===== config.mk =====
export PLATFORM = sky130hd
export DESIGN_NAME = camera_dvp_tx
export DESIGN_NICKNAME = d
export VERILOG_FILES = /design/src/rtl/camera_dvp_pkg.sv /design/src/rtl/dvp_timing_gen.sv /design/src/rtl/camera_dvp_tx.sv
export SDC_FILE = /design/constraint.sdc
export NUM_CORES = 1
export LEC_CHECK = 0
export BUFFER_PORTS_ARGS = -buffer_cell sky130_fd_sc_hd__clkbuf_2
export CAP_MARGIN = 10
export CORE_AREA = 3 3 57 80
export CTS_BUF_LIST = sky130_fd_sc_hd__clkbuf_4 sky130_fd_sc_hd__clkbuf_8
export DETAILED_ROUTE_END_ITERATION = 6
export DIE_AREA = 0 0 60 83
export HOLD_SLACK_MARGIN = 0.15
export PLACE_DENSITY = 0.83
export SLEW_MARGIN = 20
export SYNTH_ARGS = -nofsm -noshare
export SYNTH_HDL_FRONTEND = slang
export SYNTH_SLANG_ARGS = --single-unit
export TNS_END_PERCENT = 30

===== constraint.sdc =====
create_clock -name pclk -period 2.8 [get_ports pclk]
set_input_delay 0.28 -clock pclk [delete_from_list [all_inputs] [get_ports pclk]]
set_output_delay 0.28 -clock pclk [all_outputs]
set_load 0.01 [all_outputs]

===== src/rtl/camera_dvp_pkg.sv =====
// rtl/camera_dvp_pkg.sv - shared types and default timing for the DVP transmitter
package camera_dvp_pkg;

    typedef enum logic [2:0] {
        ST_IDLE,
        ST_VSYNC,
        ST_VBACK,
        ST_ACTIVE,
        ST_VFRONT
    } dvp_state_t;

    localparam int DEF_H_ACTIVE    = 640;
    localparam int DEF_V_ACTIVE    = 480;
    localparam int DEF_H_BLANK     = 288;
    localparam int DEF_VSYNC_LINES = 3;
    localparam int DEF_V_BACK      = 17;
    localparam int DEF_V_FRONT     = 10;

    function automatic int line_len(input int h_active, input int h_blank);
        return 2 * h_active + h_blank;
    endfunction

endpackage


===== src/rtl/dvp_timing_gen.sv =====
// rtl/dvp_timing_gen.sv - frame/line sequencer with pixel and line counters
module dvp_timing_gen
    import camera_dvp_pkg::*;
#(
    parameter int H_ACTIVE    = DEF_H_ACTIVE,
    parameter int V_ACTIVE    = DEF_V_ACTIVE,
    parameter int H_BLANK     = DEF_H_BLANK,
    parameter int VSYNC_LINES = DEF_VSYNC_LINES,
    parameter int V_BACK      = DEF_V_BACK,
    parameter int V_FRONT     = DEF_V_FRONT
) (
    input  logic        pclk,
    input  logic        rst_n,
    input  logic        en,
    output dvp_state_t  state,
    output logic [11:0] hcnt,
    output logic [10:0] vcnt,
    output logic        line_end,
    output logic        frame_end
);

    localparam int LINE_LEN = line_len(H_ACTIVE, H_BLANK);

    dvp_state_t state_next;

    always_ff @(posedge pclk) begin
        if (!rst_n) begin
            state <= ST_IDLE;
        end else begin
            state <= state_next;
        end
    end

    // vcnt restarts on every state change so each phase counts its own lines
    always_ff @(posedge pclk) begin
        if (!rst_n || state == ST_IDLE) begin
            hcnt <= '0;
            vcnt <= '0;
        end else begin
            hcnt <= line_end ? 12'd0 : hcnt + 12'd1;
            if (state_next != state) begin
                vcnt <= '0;
            end else if (line_end) begin
                vcnt <= vcnt + 11'd1;
            end
        end
    end

    always_comb begin
        state_next = state;
        case (state)
            ST_IDLE:   if (en) state_next = ST_VSYNC;
            ST_VSYNC:  if (line_end && vcnt == 11'(VSYNC_LINES - 1)) state_next = ST_VBACK;
            ST_VBACK:  if (line_end && vcnt == 11'(V_BACK - 1)) state_next = ST_ACTIVE;
            ST_ACTIVE: if (line_end && vcnt == 11'(V_ACTIVE - 1)) state_next = ST_VFRONT;
            ST_VFRONT: if (frame_end) state_next = en ? ST_VSYNC : ST_IDLE;
            default:   state_next = ST_IDLE;
        endcase
    end

    always_comb begin
        line_end  = (state != ST_IDLE) && (hcnt == 12'(LINE_LEN - 1));
        frame_end = (state == ST_VFRONT) && line_end && (vcnt == 11'(V_FRONT - 1));
    end

endmodule


===== src/rtl/camera_dvp_tx.sv =====
// rtl/camera_dvp_tx.sv - DVP camera-output emulator: byte serialiser, test pattern, underflow flag
module camera_dvp_tx
    import camera_dvp_pkg::*;
#(
    parameter int H_ACTIVE    = DEF_H_ACTIVE,
    parameter int V_ACTIVE    = DEF_V_ACTIVE,
    parameter int H_BLANK     = DEF_H_BLANK,
    parameter int VSYNC_LINES = DEF_VSYNC_LINES,
    parameter int V_BACK      = DEF_V_BACK,
    parameter int V_FRONT     = DEF_V_FRONT
) (
    input  logic        pclk,
    input  logic        rst_n,
    input  logic        en,
    input  logic        test_pattern,
    input  logic [15:0] pix_data,
    input  logic        pix_valid,
    output logic        pix_rd,
    output logic        vsync,
    output logic        href,
    output logic [7:0]  data,
    output logic        frame_done,
    output logic        underflow
);

    dvp_state_t  state;
    logic [11:0] hcnt;
    logic [10:0] vcnt;
    logic        line_end;
    logic        frame_end;

    dvp_timing_gen #(
        .H_ACTIVE    (H_ACTIVE),
        .V_ACTIVE    (V_ACTIVE),
        .H_BLANK     (H_BLANK),
        .VSYNC_LINES (VSYNC_LINES),
        .V_BACK      (V_BACK),
        .V_FRONT     (V_FRONT)
    ) u_timing (
        .pclk      (pclk),
        .rst_n     (rst_n),
        .en        (en),
        .state     (state),
        .hcnt      (hcnt),
        .vcnt      (vcnt),
        .line_end  (line_end),
        .frame_end (frame_end)
    );

    logic        pattern_q;
    logic        frame_start;
    logic        in_active;
    logic        even_slot;
    logic        odd_slot;
    logic [15:0] pat_pix;
    logic [15:0] pix;
    logic [7:0]  lo;
    logic        unused_bits;

    assign frame_start = en && ((state == ST_IDLE) || frame_end);
    assign in_active   = (state == ST_ACTIVE) && (hcnt < 12'(2 * H_ACTIVE));
    assign even_slot   = in_active && !hcnt[0];
    assign odd_slot    = in_active && hcnt[0];
    assign pix_rd      = even_slot && !pattern_q;

    // pattern word: pixel index in line, active line index, pixel index again
    assign pat_pix = {hcnt[5:1], vcnt[5:0], hcnt[5:1]};
    assign pix     = pattern_q ? pat_pix : (pix_valid ? pix_data : 16'h0000);

    assign unused_bits = &{1'b0, vcnt[10:6], line_end};

    always_ff @(posedge pclk) begin
        if (!rst_n) begin
            vsync      <= 1'b0;
            href       <= 1'b0;
            data       <= '0;
            lo         <= '0;
            frame_done <= 1'b0;
            underflow  <= 1'b0;
            pattern_q  <= 1'b0;
        end else begin
            vsync      <= (state == ST_VSYNC);
            href       <= in_active;
            frame_done <= frame_end;
            if (even_slot) begin
                data <= pix[15:8];
                lo   <= pix[7:0];
            end else if (odd_slot) begin
                data <= lo;
            end else begin
                data <= '0;
            end
            if (frame_start) begin
                pattern_q <= test_pattern;
                underflow <= 1'b0;
            end else if (pix_rd && !pix_valid) begin
                underflow <= 1'b1;
            end
        end
    end

endmodule


Word-level counts from Yosys, hierarchy flattened

Index checks and enable logic that the tools add are counted.

Flip-flop bits (word level): 47
Word-level logic and storage cells: 58

Add/sub/neg operators: 2
Order comparisons: 1
Equality and inequality tests: 10
Muxes and demuxes: 11
Bitwise gates (word level): 1
Reductions and logical operators: 23

Operators with widths:

| operator                | number |
|---|---|
| $mux W16                | 2 |
| $mux W8                 | 2 |
| $mux W3                 | 5 |
| $pmux W3 S5             | 1 |
| $add A12 B1 Y12 const B | 1 |
| $eq A12 B11 Y1 const B  | 1 |
| $logic_and A1 B1 Y1     | 12 |
| $lt A12 B11 Y1 const B  | 1 |
| $add A11 B1 Y11 const B | 1 |
| $eq A11 B2 Y1 const B   | 1 |
| $eq A11 B4 Y1 const B   | 1 |
| $eq A11 B5 Y1 const B   | 1 |
| $eq A11 B9 Y1 const B   | 1 |
| $eq A3 B2 Y1 const B    | 2 |
| $reduce_or A2 Y1        | 3 |
| $logic_not A1 Y1        | 4 |
| $eq A3 B1 Y1 const B    | 1 |
| $eq A3 B3 Y1 const B    | 1 |
| $logic_not A3 Y1        | 1 |
| $ne A3 B3 Y1            | 1 |
| $reduce_bool A3 Y1      | 1 |
| $logic_or A1 B1 Y1      | 2 |
| $mux W1                 | 1 |
| $not A1 Y1              | 1 |

Logic depth before layout (Yosys ltp)

Gate-level depths: netlist (run 1).

Depth in word-level cells: 8
Depth in mapped cells: 8
Gate-level depth less buffers: 7

Cells and area by module

A second synthesis (run 1) with hierarchy kept.

Cells, all modules: 274
Area, all modules: 2,369.8 um^2

Modules (own cells, without submodules):

| module         | times used | cells an instance | area each (um^2) | seq. area each (um^2) |
|---|---|---|---|---|
| dvp_timing_gen | 1          | 174               | 1,427.6          | 520.5 |
| camera_dvp_tx  | 1          | 100               | 942.2            | 420.4 |

Worst setup path before layout (run 1)

Ideal clock, no wire load.

Path kind: flip-flop to flip-flop
Start: reg u_timing.hcnt[5]
End: reg u_timing.vcnt[1]
Setup time: 0.132 ns
Arrival: 2.131 ns
Required time: 2.668 ns
Path slack: 0.537 ns
Cell stages (with the launch flop): 8
Period minus slack after synthesis: 2.263 ns
Path through: dfxtp_1 > or4b_4 > or4_1 > buf_2 > o21a_1 > nor3_2 > buf_6 > nor3_1

Longest elaborated chain between the ends: 8
Elaborated cells between the ends (all ways): 14

Ends and longest elaborated chain:

| item                              | RTL line             | source |
|---|---|---|
| start, declared                   | dvp_timing_gen.sv:16 | `output logic [11:0] hcnt,` |
| start signal, assigned            | dvp_timing_gen.sv:40 | `hcnt <= line_end ? 12'd0 : hcnt + 12'd1;` |
| $eq A12 B11 Y1 (*)                | dvp_timing_gen.sv:62 | `line_end = (state != ST_IDLE) && (hcnt == 12'(LINE_LEN - 1));` |
| $logic_and A1 B1 Y1 (*)           | dvp_timing_gen.sv:62 |  |
| $logic_and A1 B1 Y1 (2 in a row)  | dvp_timing_gen.sv:63 | `frame_end = (state == ST_VFRONT) && line_end && (vcnt == 11'(V_FRONT - 1));` |
| $mux W3                           | dvp_timing_gen.sv:56 | `ST_VFRONT: if (frame_end) state_next = en ? ST_VSYNC : ST_IDLE;` |
| $pmux W3 S5                       | dvp_timing_gen.sv:51 | `case (state)` |
| $ne A3 B3 Y1                      | dvp_timing_gen.sv:41 | `if (state_next != state) begin` |
| $reduce_or A2 Y1 (no source line) | --                   |  |
| end signal, assigned              | dvp_timing_gen.sv:44 | `vcnt <= vcnt + 11'd1;` |
| end, declared                     | dvp_timing_gen.sv:17 | `output logic [10:0] vcnt,` |

Mark *: on every way between the ends. The rest lies on a longest branch, timed or not.
A chain may end at the register's enable or synchronous reset.

Worst setup path after layout (run 1)

Start: reg u_timing.hcnt[5]
End: reg u_timing.vcnt[2]

Same word-level chain as after synthesis.

==> flow_summary.ini, run 1 <==
[synthesis]
synth_largest_area_cell = dfxtp_1
synthMuxAreaShare_pct = 0.4420
synth-seq-cells = 47
synthDistinctLibCells = 38
netlist_instances = 268
synth_compound_area_share_pct = 14.92
synth_top_family_by_area = simple AND/OR/NAND/NOR gates
yosys.area_share.adder_pct = 2.762
syn_avg_cell_area_sq_um = 8.450
synthTopCellsByArea = dfxtp_1 (42%), nor2_1 (7.1%), a22oi_1 (5.3%)
yosysTopAreaCellShare_pct = 41.55
ys_warn_count = 0
synth_fp_nets = 294
ys_seq_area_share_pct = 41.55
syn-cell-area_sq_um = 2265
ys_async_sr_fraction_pct = 0
synthFlopType = dfxtp_1
yosys.area_share.xor_xnor_pct = 7.348
synth_simple_gate_area_share_pct = 28.01
synth_edf_count = 0

[grt]
grt_pass1_wl_microns = 8569
antenna_found_initial = 0
grt_overflow = 0
grt_max_degree = 21
grt_usage_pct = 21.77
grt_pass1_vias = 1897

[floorplanning]
die_h_microns = 83
die_width_microns = 60
coreArea_sq_um = 3919
start_util_pct = 57.79
io_pins = 34
dieArea_sq_um = 4980
std_cell_rows = 27

[clock_network]
cts_max_level = 2
clock_latency_ps = 300
cts_tree = yes
cts_hold_buf = 0
cts_buffer_depth = 2
clk_pin_slew_worst_paths_ps = 100
cts_made_buffers = 5
clock_sinks = 47
clock-root-buffer = clkbuf_8
postCtsSetupBuffers = 0
post_cts_resized = 0

[sta]
finalHoldViolations = 0
setup_viol = 0
final.period_utilization_pct = 86.02
setup_tns_ps = 0
skew_ps = 9.039
max_freq_ghz = 0.4152
slew_headroom_pct = 27.85
tightestPinTransition_ps = 1080
drv_slew = 0
min_period_ps = 2409
rsz0062_at_grt = false

[layout]
antenna_cells = 0
drive_above_1_share_pct = 18.64
syn_to_final_growth_pct = 13.98
layout.nets = 320
fill_cells = 330
final_cells = 338

[route]
dr.pass1.iters = 5
drtAntennaViolNets = 0
drt_wl_total_microns = 5159
detail_route.wl_per_cell_microns = 15.26
drtIter0Drc = 130
via_per_inst = 5.908
num_vias = 1997
drc_errors = 0

[placed_design]
numPortBuffers = 33
gp_congestion = 0.8777
hpwl_microns = 3749
dpl.cell_count = 330

[setup_path]
crit_required_ps = 2970
rrSetupSlack_ps = 390
crit_start = u_timing.hcnt[5]$_SDFF_PP0_
crit_family = simple AND/OR/NAND/NOR gates
crit_buf_inv = 1
slowest_stage = or4_1
r2r_start = u_timing.hcnt[5]$_SDFF_PP0_
cp_max_fo = 11
reg2reg_to = u_timing.vcnt[2]$_SDFFE_PP0P_
crit_path_cell_trace = or4b_4 -> or4_1 -> o21a_1 -> nor3_2 -> buf_4 -> nor3_1
critPathCaptureType = flip-flop
cp_slowest_stage_delay_ps = 650
crit_end = u_timing.vcnt[2]$_SDFFE_PP0P_
crit_cells = 6
start_kind = flip-flop
r2r.worst_path.cells = 6
crit_arrival_ps = 2580
worst-setup-path-type = flip-flop to flip-flop

[power]
combPwrFrac_pct = 6.0
leakage_nw = 0.9816
clockPowerShare_pct = 43.7
peakVddDrop_v = 0.0004306
seqPwrFrac_pct = 50.3
power.density_nw_per_um2 = 526.8
power_switching_uw = 298.3
switching_share_pct = 21.94
p_int_mw = 1.062

[hold_path]
min_from = test_pattern
hold_path.class = primary input to flip-flop

[outcome]
status = complete, no violations

[job]
max-cap-violations = 0
## cell usage after synthesis, types with 2 or more instances
| library cell | n |
|---|---|
| dfxtp_1 | 47 |
| nor2_1 | 43 |
| a22oi_1 | 16 |
| clkbuf_1 | 15 |
| a21oi_1 | 14 |
| xor2_1 | 13 |
| nand2_1 | 10 |
| a211oi_1 | 9 |
| nor3_1 | 9 |
| inv_1 | 8 |
| nor4_1 | 8 |
| nand3_1 | 7 |
| nand4_1 | 7 |
| xnor2_1 | 6 |
| and2_1 | 5 |
| ha_1 | 5 |
| and3_1 | 4 |
| nand3b_1 | 4 |
| o21ai_0 | 4 |
| or3_1 | 4 |
| or4_1 | 4 |
| and4_1 | 3 |
| buf_2 | 3 |
| nor2b_1 | 3 |
| or3b_2 | 3 |
| o21a_1 | 2 |
## cells in the final DEF, fill, tap and decap left out, drive strengths merged, types with 5 or more instances in the layout
master and instances:
and2 5, nand2 10, and3 5, inv 8, nor4 8, ha 5, nor2 43, a211oi 9
buf 5, xor2 13, a21oi 14, nand3 7, nand4 7, dfxtp 47, xnor2 6, clkbuf 38
a22oi 16, nor3 10
## metrics by stage
stage	util (%)	area, sq um	power, mW	setup WS, ps	hold slack (ps)
after global placement	62.39	2445	0.7803	452.7	466.1
after global routing	65.87	2581	1.405	278.9	264.8
after CTS	65.87	2581	1.362	394.2	232.8
after detailed placement	62.39	2445	0.7806	416.0	477.5
after floorplan	-	2265	0.7523	537.0	397.9
final	65.87	2581	1.360	391.3	241.8
## cell families after synthesis
| kind of cell | Yosys count |
|---|---|
| compound gates | 50 |
| xor+xnor | 19 |
| fa+ha+maj | 5 |
| buf+inv | 27 |
| flops | 47 |
| mux | 1 |
| simple gates | 119 |
## how the worst min path moves through the flow
stage,endpoint,slack [ps],depth (start not counted)
2_1_floorplan,u_timing.state[0]$_SDFF_PN0_,400,1
3_3_place_gp,data[2]$_SDFF_PN0_,470,2
3_5_place_dp,data[2]$_SDFF_PN0_,480,2
4_1_cts,pattern_q$_SDFFE_PN0P_,230,3
5_1_grt,pattern_q$_SDFFE_PN0P_,260,3
6_report,pattern_q$_SDFFE_PN0P_,240,3
## power groups by stage
stage / sequential [mW] / combinational, mW / clock (mW)
after floorplan: 0.691 / 0.0609 / 0
after global placement: 0.699 / 0.0814 / 0
after detailed placement: 0.699 / 0.0815 / 0
after CTS: 0.683 / 0.0821 / 0.597
after global routing: 0.685 / 0.0926 / 0.627
final: 0.684 / 0.0821 / 0.594
## sequential cells by signal, indices dropped and copies added, names as in the netlist
register and cells:
frame_done 1, data 8, u_timing.vcnt 11, vsync 1, href 1, u_timing.state 3
underflow 1, lo 8, u_timing.hcnt 12, pattern_q 1
## layout make-up
class | count | area, sq um | share of cell area, %
Clock buffer | 5 | 68.82 | 2.666
Timing Repair Buffer | 38 | 202.7 | 7.853
Clock inverter | 3 | 67.56 | 2.618
Sequential cell | 47 | 940.9 | 36.45
Inverter | 8 | 30.03 | 1.163
Multi-Input combinational cell | 194 | 1217 | 47.16
Tap cell | 43 | 53.80 | 2.084
## worst min-delay path, delay by kind of cell
kind                   cells  cell delay [ps]
buffers and inverters      1               90
and+or+nand+nor            1               80
AOI/OAI and AO/OA          1               60
## routing by layer
layer  global-route usage, %  wire (microns)  vias up
met1                   27.03            2245      923
met3                   3.733             261       12
met5                       0               0        -
met2                   36.12            2541       56
li1                        -               -     1006
met4                   8.468             110        0
Power figures use the tool's default switching activity.
==> run 2: changes to the inputs <==
--- a/config.mk
+++ b/config.mk
@@ -7,12 +7,12 @@
 export LEC_CHECK = 0
 export BUFFER_PORTS_ARGS = -buffer_cell sky130_fd_sc_hd__clkbuf_2
 export CAP_MARGIN = 10
-export CORE_AREA = 3 3 57 80
+export CORE_AREA = 3 3 64 90
 export CTS_BUF_LIST = sky130_fd_sc_hd__clkbuf_4 sky130_fd_sc_hd__clkbuf_8
 export DETAILED_ROUTE_END_ITERATION = 6
-export DIE_AREA = 0 0 60 83
+export DIE_AREA = 0 0 67 93
 export HOLD_SLACK_MARGIN = 0.15
-export PLACE_DENSITY = 0.83
+export PLACE_DENSITY = 0.68
 export SLEW_MARGIN = 20
 export SYNTH_ARGS = -nofsm -noshare
 export SYNTH_HDL_FRONTEND = slang
==> run 2 against run 1 <==
Compared with the run above: clock skew up 5.4 ps; utilization fell by 15 points; maximum frequency grew 0.71%; clock power decreased by 14%; critical path type unchanged; power fell by 6.0%; highest routed layer unchanged; global-route usage decreased by 4.2 points; sequential power fell by 0.6%.
==> flow_summary.ini, run 2 (synthesized netlist as in run 1, its figures left out) <==
[outcome]
status = complete, no violations

[job]
max-cap-violations = 0

[sta]
setup_viol = 0
rsz0062_at_grt = false
finalHoldViolations = 0
setup_tns_ps = 0
final.period_utilization_pct = 85.42
drv_slew = 0
skew_ps = 14.49
tightestPinTransition_ps = 1063
max_freq_ghz = 0.4181
slew_headroom_pct = 28.98
min_period_ps = 2392

[floorplanning]
die_h_microns = 93
coreArea_sq_um = 5120
io_pins = 34
dieArea_sq_um = 6231
start_util_pct = 44.23
std_cell_rows = 31
die_width_microns = 67

[clock_network]
cts_max_level = 2
cts_buffer_depth = 2
cts_made_buffers = 5
clock_latency_ps = 300
postCtsSetupBuffers = 0
cts_tree = yes
clk_pin_slew_worst_paths_ps = 90
cts_hold_buf = 0
clock-root-buffer = clkbuf_8
clock_sinks = 47
post_cts_resized = 0

[route]
wl_met2_microns = 2539
wl_met3_microns = 251
m1WireLength_microns = 2370
top_layer = met4
drc_errors = 0
drtIter0Drc = 132
drt_wl_total_microns = 5247
drtAntennaViolNets = 0
via_per_inst = 5.496
num_vias = 1995
dr.pass1.iters = 4
detail_route.wl_per_cell_microns = 14.45

[setup_path]
start_kind = flip-flop
critPathCaptureType = flip-flop
cp_max_fo = 11
crit_arrival_ps = 2570
crit_required_ps = 2980
worst-setup-path-type = flip-flop to flip-flop

[power]
design_power_total_mw = 1.278
leakage_nw = 0.9827
power.density_nw_per_um2 = 490.9
peakVddDrop_v = 0.0002215

[layout]
regMostFlops = u_timing.hcnt
final_common_cell = dfxtp_1
layout.nets = 322
top_regs = u_timing.hcnt x12, u_timing.vcnt x11
mostFrequentLayoutCells = dfxtp_1 (47), nor2_1 (43), clkbuf_2 (33)
syn_to_final_growth_pct = 14.97
final_cells = 363
largest_reg_flops = 12
drive_above_1_share_pct = 19.19
finish.utilization_pct = 50.86
antenna_cells = 0

[grt]
antenna_found_initial = 0
grt_pass1_wl_microns = 8397
grt_overflow = 0
grt_usage_pct = 17.53
grt_pass1_vias = 1790
grt_max_degree = 21

[placed_design]
gp_congestion = 0.8798
dpl.cell_count = 355
hpwl_microns = 3848
numPortBuffers = 33

[hold_path]
hold_path.class = primary input to flip-flop
## run 2: cell types whose count changed in the layout (fill, tap and decap cells not counted)
cell,previous run,this run
buf_4,5,7
bufinv_16,2,1
inv_6,0,1
## run 2: worst max-delay path, cell delays in order (launching register included)
cell and delay, ps:
dfxtp_1 380, or4b_4 570, or4_1 650, o21a_1 260, nor3_2 160, buf_4 190
nor3_1 70
## run 2: path summary, 6_finish.rpt
kind,start,to,slack [ps],cells after the start
setup / recovery,u_timing.hcnt[5]$_SDFF_PP0_,u_timing.vcnt[2]$_SDFFE_PP0P_,410,6
hold / removal,test_pattern,pattern_q$_SDFFE_PN0P_,220,3
setup reg to reg,u_timing.hcnt[5]$_SDFF_PP0_,u_timing.vcnt[2]$_SDFFE_PP0P_,410,6
hold reg to reg,lo[1]$_SDFFE_PN0P_,data[1]$_SDFF_PN0_,500,2
## run 2: routing by layer
metal	track usage, %	vias up
met2	28.38	56
met3	3.365	6
met4	7.445	0
met1	22.28	922
li1	-	1011
met5	0	-
## run 2: report_power, final
part / switching (mW) / total [mW] / leakage, nW / internal (mW)
registers: 0.00653 / 0.680 / 0.379 / 0.673
clock network: 0.239 / 0.508 / 0.0548 / 0.269
logic: 0.0569 / 0.0902 / 0.549 / 0.0332
total: 0.303 / 1.28 / 0.983 / 0.976
## run 2: per-stage QoR
step / hold slack (ps) / setup WS, ps / cell area, sq um
global route: 231.8 / 288.6 / 2604
CTS: 217.8 / 404.3 / 2604
finish: 222.9 / 408.3 / 2604
global placement: 471.4 / 437.9 / 2489
floorplan: 397.9 / 537.0 / 2265
detailed placement: 475.1 / 414.6 / 2489
## run 2: area by class of cell
cell class                 instances  area [sq um]
fill                             516          2516
multi-input combinational        194          1217
sequential                        47         940.9
timing repair buffer              40         217.7
tap                               66         82.58
clock buffer                       5         68.82
clock inverter                     3         46.29
inverter                           8         30.03
